===== config.mk =====
export PLATFORM = sky130hd
export DESIGN_NAME = alu_op_sequencer_flat
export DESIGN_NICKNAME = d
export VERILOG_FILES = /design/src/rtl/alu_op_sequencer_if.sv /design/src/rtl/alu_op_sequencer.sv /design/src/flat_wrapper.sv
export SDC_FILE = /design/constraint.sdc
export NUM_CORES = 1
export LEC_CHECK = 0
export CORE_AREA = 2 2 62 64
export DETAILED_ROUTE_END_ITERATION = 6
export DIE_AREA = 0 0 64 66
export PLACE_DENSITY_LB_ADDON = 0.25
export REMOVE_ABC_BUFFERS = 1
export SYNTH_ARGS = -nofsm -noshare
export SYNTH_HDL_FRONTEND = slang
export SYNTH_SLANG_ARGS = --single-unit

===== constraint.sdc =====
create_clock -name clk -period 3.07 [get_ports clk]
set_input_delay 0.307 -clock clk [delete_from_list [all_inputs] [get_ports clk]]
set_output_delay 0.307 -clock clk [all_outputs]
set_load 0.01 [all_outputs]

===== src/rtl/alu_op_sequencer_if.sv =====
// Command, logical-unit and response signals of the ALU op sequencer.
// The sequencer uses the master modport; the board/logical-unit side uses the slave modport.
interface alu_op_sequencer_if #(
  parameter int NBIT = 8
);
  logic            cmd_valid;
  logic            cmd_ready;
  logic [NBIT-1:0] cmd_a;
  logic [NBIT-1:0] cmd_b;
  logic [2:0]      cmd_op;

  logic [NBIT-1:0] lu_a;
  logic [NBIT-1:0] lu_b;
  logic [2:0]      lu_op;
  logic [NBIT-1:0] lu_result;

  logic            rsp_valid;
  logic            rsp_ready;
  logic [NBIT-1:0] rsp_result;
  logic            rsp_n;
  logic            rsp_z;
  logic            rsp_c;
  logic            rsp_v;
  logic            rsp_err;

  modport master (
    input  cmd_valid, cmd_a, cmd_b, cmd_op, lu_result, rsp_ready,
    output cmd_ready, lu_a, lu_b, lu_op,
    output rsp_valid, rsp_result, rsp_n, rsp_z, rsp_c, rsp_v, rsp_err
  );

  modport slave (
    output cmd_valid, cmd_a, cmd_b, cmd_op, lu_result, rsp_ready,
    input  cmd_ready, lu_a, lu_b, lu_op,
    input  rsp_valid, rsp_result, rsp_n, rsp_z, rsp_c, rsp_v, rsp_err
  );
endinterface


===== src/rtl/alu_op_sequencer.sv =====
// Drives one command at a time into the combinational logical unit, waits for it to settle,
// then captures the result with self-computed N/Z/C/V flags and offers it on the response port.
module alu_op_sequencer #(
  parameter int NBIT          = 8,
  parameter int SETTLE_CYCLES = 1
) (
  input  logic                 clk,
  input  logic                 rst,
  alu_op_sequencer_if.master   bus
);

  localparam int CNT_W = (SETTLE_CYCLES > 1) ? $clog2(SETTLE_CYCLES) : 1;

  localparam logic [2:0] OP_XOR = 3'b010;
  localparam logic [2:0] OP_SHL = 3'b011;
  localparam logic [2:0] OP_SHR = 3'b100;

  typedef enum logic [1:0] {
    IDLE,
    SETTLE,
    HOLD
  } state_t;

  state_t           state;
  state_t           state_next;
  logic [CNT_W-1:0] cnt;
  logic             accept;
  logic             settle_done;
  logic [NBIT-1:0]  res_next;
  logic             c_next;
  logic             err_next;

  // Reset also drops cmd_ready so a command offered during reset is never consumed.
  assign bus.cmd_ready = (state == IDLE) && !rst;
  assign accept        = bus.cmd_valid && bus.cmd_ready;
  assign settle_done   = (state == SETTLE) && (cnt == CNT_W'(SETTLE_CYCLES - 1));

  // NOTE: sequential state uses non-blocking (<=) so every register samples pre-edge values.
  always_ff @(posedge clk) begin
    if (rst) state <= IDLE;
    else     state <= state_next;
  end

  // NOTE: every combinational output gets a default first, so no path can infer a latch.
  always_comb begin
    state_next = state;
    case (state)
      IDLE:    if (accept)        state_next = SETTLE;
      SETTLE:  if (settle_done)   state_next = HOLD;
      HOLD:    if (bus.rsp_ready) state_next = IDLE;
      default:                    state_next = IDLE;
    endcase
  end

  // Result and carry selection from the settled logical unit; s is lu_b taken as unsigned.
  always_comb begin
    res_next = '0;
    c_next   = 1'b0;
    err_next = 1'b0;
    case (bus.lu_op)
      OP_XOR: res_next = bus.lu_result;
      OP_SHL: begin
        res_next = bus.lu_result;
        for (int i = 0; i < NBIT; i++)
          if (bus.lu_b == NBIT'(NBIT - i)) c_next = bus.lu_a[i];
      end
      OP_SHR: begin
        res_next = bus.lu_result;
        for (int i = 0; i < NBIT; i++)
          if (bus.lu_b == NBIT'(i + 1)) c_next = bus.lu_a[i];
      end
      default: err_next = 1'b1;
    endcase
  end

  always_ff @(posedge clk) begin
    if (rst) begin
      cnt            <= '0;
      bus.lu_a       <= '0;
      bus.lu_b       <= '0;
      bus.lu_op      <= '0;
      bus.rsp_valid  <= 1'b0;
      bus.rsp_result <= '0;
      bus.rsp_n      <= 1'b0;
      bus.rsp_z      <= 1'b0;
      bus.rsp_c      <= 1'b0;
      bus.rsp_v      <= 1'b0;
      bus.rsp_err    <= 1'b0;
    end else begin
      if (accept) begin
        bus.lu_a  <= bus.cmd_a;
        bus.lu_b  <= bus.cmd_b;
        bus.lu_op <= bus.cmd_op;
        cnt       <= '0;
      end
      if ((state == SETTLE) && !settle_done) cnt <= cnt + CNT_W'(1);
      if (settle_done) begin
        bus.rsp_valid  <= 1'b1;
        bus.rsp_result <= res_next;
        bus.rsp_n      <= res_next[NBIT-1];
        bus.rsp_z      <= !err_next && (res_next == '0);
        bus.rsp_c      <= c_next;
        bus.rsp_v      <= 1'b0;
        bus.rsp_err    <= err_next;
      end
      if ((state == HOLD) && bus.rsp_ready) bus.rsp_valid <= 1'b0;
    end
  end

endmodule


===== src/flat_wrapper.sv =====
// flat-port wrapper written by rule: the top's interface ports become plain ports
module alu_op_sequencer_flat 
#(
  parameter int NBIT          = 8,
  parameter int SETTLE_CYCLES = 1
)
  (clk, rst, bus_cmd_valid, bus_cmd_a, bus_cmd_b, bus_cmd_op, bus_lu_result, bus_rsp_ready, bus_cmd_ready, bus_lu_a, bus_lu_b, bus_lu_op, bus_rsp_valid, bus_rsp_result, bus_rsp_n, bus_rsp_z, bus_rsp_c, bus_rsp_v, bus_rsp_err);
  alu_op_sequencer_if #(.NBIT(NBIT)) bus_i ();
  input  logic clk;
  input  logic rst;
  input wire logic [$bits(bus_i.cmd_valid)-1:0] bus_cmd_valid;
  input wire logic [$bits(bus_i.cmd_a)-1:0] bus_cmd_a;
  input wire logic [$bits(bus_i.cmd_b)-1:0] bus_cmd_b;
  input wire logic [$bits(bus_i.cmd_op)-1:0] bus_cmd_op;
  input wire logic [$bits(bus_i.lu_result)-1:0] bus_lu_result;
  input wire logic [$bits(bus_i.rsp_ready)-1:0] bus_rsp_ready;
  output wire logic [$bits(bus_i.cmd_ready)-1:0] bus_cmd_ready;
  output wire logic [$bits(bus_i.lu_a)-1:0] bus_lu_a;
  output wire logic [$bits(bus_i.lu_b)-1:0] bus_lu_b;
  output wire logic [$bits(bus_i.lu_op)-1:0] bus_lu_op;
  output wire logic [$bits(bus_i.rsp_valid)-1:0] bus_rsp_valid;
  output wire logic [$bits(bus_i.rsp_result)-1:0] bus_rsp_result;
  output wire logic [$bits(bus_i.rsp_n)-1:0] bus_rsp_n;
  output wire logic [$bits(bus_i.rsp_z)-1:0] bus_rsp_z;
  output wire logic [$bits(bus_i.rsp_c)-1:0] bus_rsp_c;
  output wire logic [$bits(bus_i.rsp_v)-1:0] bus_rsp_v;
  output wire logic [$bits(bus_i.rsp_err)-1:0] bus_rsp_err;
  assign bus_i.cmd_valid = bus_cmd_valid;
  assign bus_i.cmd_a = bus_cmd_a;
  assign bus_i.cmd_b = bus_cmd_b;
  assign bus_i.cmd_op = bus_cmd_op;
  assign bus_i.lu_result = bus_lu_result;
  assign bus_i.rsp_ready = bus_rsp_ready;
  assign bus_cmd_ready = bus_i.cmd_ready;
  assign bus_lu_a = bus_i.lu_a;
  assign bus_lu_b = bus_i.lu_b;
  assign bus_lu_op = bus_i.lu_op;
  assign bus_rsp_valid = bus_i.rsp_valid;
  assign bus_rsp_result = bus_i.rsp_result;
  assign bus_rsp_n = bus_i.rsp_n;
  assign bus_rsp_z = bus_i.rsp_z;
  assign bus_rsp_c = bus_i.rsp_c;
  assign bus_rsp_v = bus_i.rsp_v;
  assign bus_rsp_err = bus_i.rsp_err;
  alu_op_sequencer #(.NBIT(NBIT), .SETTLE_CYCLES(SETTLE_CYCLES)) u_core (.clk(clk), .rst(rst), .bus(bus_i));
endmodule

==> load_flow_metrics.sql <==
INSERT INTO impl_metrics (metric_group, metric, value, unit) VALUES
('yosys', 'synth-main-ff-cell', 'sky130_fd_sc_hd__dfxtp_1', ''),
('sta', 'headroom_to_the_max_slew_limit', '56.3', '%'),
('die', 'initial_core_utilization', '43.9', '%'),
('yosys', 'synth_top_area_share', '43.7', '%'),
('yosys', 'netlist_area', '1560', 'µm²'),
('worst_setup_path', 'cp_cell_sequence', 'nor3_2, clkdlybuf4s50_1', ''),
('clocking', 'clock-root-buffer', 'sky130_fd_sc_hd__clkbuf_4', ''),
('clocking', 'clk_pin_slew_worst_paths', '100', 'ps'),
('global_routing', 'grt_pass1_wl', '6210', 'µm'),
('yosys', 'synth_top_area_cell', 'sky130_fd_sc_hd__dfxtp_1', ''),
('global_routing', 'grt_start_max_net_pins', '35', ''),
('detailed_routing', 'drt-vias-per-instance', '4.87', ''),
('worst_setup_path', 'cp_data_arrival_time', '1560', 'ps'),
('detailed_routing', 'detail_route.first_pass.iterations', '4', ''),
('layout', 'mostFrequentLayoutCells', '63 x sky130_fd_sc_hd__clkdlybuf4s50_1, 57 x sky130_fd_sc_hd__nand2_1, 34 x sky130_fd_sc_hd__dfxtp_1, 32 x sky130_fd_sc_hd__a21oi_1, 9 x sky130_fd_sc_hd__nand3_1', ''),
('detailed_routing', 'route.final.wire_length', '3660', 'µm'),
('placed_design', 'dpl_worst_slack', '1220', 'ps'),
('worst_setup_path', 'worst-path-stages', '2', ''),
('global_routing', 'antenna_found_initial', '0', ''),
('global_routing', 'grt_pass1_vias', '1353', ''),
('outcome', 'run_status', 'completed', ''),
('layout', 'diodes', '0', ''),
('power_and_ir_drop', 'max-vdd-ir-drop', '0.271', 'mV'),
('sta', 'grt_setup_unrepaired', 'false', ''),
('sta', 'totalNegativeSetupSlack', '0', 'ps'),
('yosys', 'avg_inst_size_synth', '7.99', 'µm²'),
('yosys', 'ys_async_sr_fraction', '0', '%'),
('sta', 'worst-slew-pin-transition', '655', 'ps'),
('worst_setup_path', 'slowest_stage', 'sky130_fd_sc_hd__clkdlybuf4s50_1', ''),
('yosys', 'synth_enable_flop_cells', '0', ''),
('clocking', 'worstSkewPairLatency', '340', 'ps'),
('die', 'die-height', '66', 'µm'),
('layout', 'layout_commonest_cell', 'sky130_fd_sc_hd__clkdlybuf4s50_1', ''),
('worst_setup_path', 'critPathRequiredTime', '2760', 'ps'),
('clocking', 'postCtsResizedCells', '0', ''),
('clocking', 'cts_hold_repair.buffers', '0', ''),
('layout', 'instances_no_fill', '300', ''),
('power_and_ir_drop', 'cellLeakagePower', '0.000756', 'µW'),
('yosys', 'postSynthCellCount', '195', ''),
('sta', 'maxClockFrequency', '534', 'MHz'),
('clocking', 'cts_post_setup_buffers_inserted', '0', ''),
('clocking', 'cts_buffer_depth', '2', ''),
('yosys', 'yosysSeqAreaShare', '43.7', '%'),
('run', 'maxCapViolCount', '0', ''),
('sta', 'timing.final.crit_share', '60.9', '%'),
('sta', 'timing.final.crit_period', '1870', 'ps'),
('worst_setup_path', 'cp-end-kind', 'primary output', ''),
('clocking', 'cts-buffers-inserted', '5', ''),
('hold_path', 'worst_hold_path_type', 'flip-flop to flip-flop', ''),
('layout', 'design.final.nets', '282', ''),
('worst_setup_path', 'timing.critical_path.buf_inv', '1', ''),
('worst_setup_path', 'timing.critical_path.fanout_max', '7', ''),
('yosys', 'ys.warnings.count', '0', ''),
('placed_design', 'io_buffers', '63', ''),
('yosys', 'synth.ff_latch_count', '34', ''),
('sta', 'hold_viol_final', '0', ''),
('layout', 'final_layout_size_suffix_gt1_share', '7.94', '%'),
('power_and_ir_drop', 'p_per_area', '400', 'nW/µm²'),
('clocking', 'htree_num_levels', '2', ''),
('worst_setup_path', 'cp-start-kind', 'flip-flop', ''),
('die', 'fp.dieArea', '4220', 'µm²'),
('detailed_routing', 'vias', '1461', ''),
('sta', 'final_critical_path_setup_slack', '1200', 'ps'),
('detailed_routing', 'iteration_0_drc_markers', '42', ''),
('placed_design', 'gp_routability_congestion', '0.767', ''),
('yosys', 'synth_area_leaders', 'sky130_fd_sc_hd__dfxtp_1 44%, sky130_fd_sc_hd__nand2_1 14%, sky130_fd_sc_hd__a21oi_1 10%, sky130_fd_sc_hd__nand3_1 2.9%, sky130_fd_sc_hd__mux2_2 2.2%', ''),
('detailed_routing', 'ant_nets', '0', ''),
('die', 'num_rows', '22', ''),
('detailed_routing', 'route.detailed.drc', '0', ''),
('clocking', 'tritoncts', 'done', ''),
('placed_design', 'post-dp-hpwl', '2570', 'µm');
registers in the layout (all words and copies together) (netlist names):
name                   flops
u_core.bus.lu_a            8
u_core.bus.lu_b            8
u_core.bus.rsp_result      7
u_core.bus.lu_op           3
u_core.state               2
u_core.bus.rsp_c           1
u_core.bus.rsp_err         1
u_core.bus.rsp_n           1
u_core.bus.rsp_valid       1
u_core.bus.rsp_z           1
u_core.cnt                 1
cells in the mapped netlist, types with 2 or more instances:
cell type,n
sky130_fd_sc_hd__a21oi_1,32
sky130_fd_sc_hd__nor2b_1,3
sky130_fd_sc_hd__buf_4,3
sky130_fd_sc_hd__mux2_2,3
sky130_fd_sc_hd__nand3_1,9
sky130_fd_sc_hd__and2_1,2
sky130_fd_sc_hd__a31oi_1,2
sky130_fd_sc_hd__nor2_1,7
sky130_fd_sc_hd__dfxtp_1,34
sky130_fd_sc_hd__nand2_1,57
sky130_fd_sc_hd__nor4_1,2
sky130_fd_sc_hd__o21ai_0,2
sky130_fd_sc_hd__clkbuf_1,7
sky130_fd_sc_hd__buf_2,3
sky130_fd_sc_hd__nor3b_1,2
through the flow:
| step | util (%) | total power, µW | area (µm²) | hold slack (ps) |
|---|---|---|---|---|
| floorplan | - | 550 | 1480 | 375 |
| global placement | 61.3 | 646 | 2180 | 438 |
| detailed placement | 61.3 | 647 | 2180 | 443 |
| CTS | 63.0 | 906 | 2240 | 458 |
| global route | 63.0 | 939 | 2240 | 480 |
| finish | 63.0 | 895 | 2240 | 455 |
metal layers:
layer	GRT usage, %	up-vias	routed length (µm)	part of all wire [%]
li1	-	777	-	-
met5	0	-	0	0
met3	8.01	7	292	8.0
met1	23.6	634	1660	45
met2	28.6	43	1640	45
met4	6.52	0	63	1.7
tightest hold or removal path: stages (launching register included):
cell and delay [ps]:
sky130_fd_sc_hd__dfxtp_1 320, sky130_fd_sc_hd__nand2_1 50, sky130_fd_sc_hd__a21oi_1 50
where the power goes:
group | internal (µW) | leakage [µW] | switching (µW)
logic | 87.8 | 0.000444 | 68.2
registers | 458 | 0.000277 | 22.1
clock network | 111 | 0.0000353 | 148
path summary, 6_finish.rpt:
| check | slack (ps) | endpoint | from |
|---|---|---|---|
| worst min register to register | 460 | u_core.bus.rsp_result[2]$_SDFFE_PP0P_ | u_core.bus.rsp_result[2]$_SDFFE_PP0P_ |
| worst max register to register | 1350 | u_core.bus.rsp_c$_SDFFE_PP0P_ | u_core.bus.lu_b[1]$_SDFFE_PP0P_ |
| worst max-delay path | 1200 | bus_cmd_ready | u_core.state[0]$_SDFFE_PP0P_ |
| worst min-delay path | 460 | u_core.bus.rsp_result[2]$_SDFFE_PP0P_ | u_core.bus.rsp_result[2]$_SDFFE_PP0P_ |
final cells by class:
cell class,count,area (µm²)
sequential,34,681
fill,307,1320
multi-input combinational,145,793
clock inverter,1,5.00
inverter,1,3.75
tap,48,60.1
timing repair buffer,64,638
clock buffer,7,55.1
cells by family (layout without fill, tap and decap cells):
logic type      after synthesis  count (layout)  share of synthesized area [%]
compound gates               46              46                           18.7
buf+inv                      16              73                           5.38
flops                        34              34                           43.7
mux                           5               5                           3.53
other cells                   1               1                          0.241
simple gates                 93              93                           28.4
No activity file was read; power rests on OpenSTA's default activity.
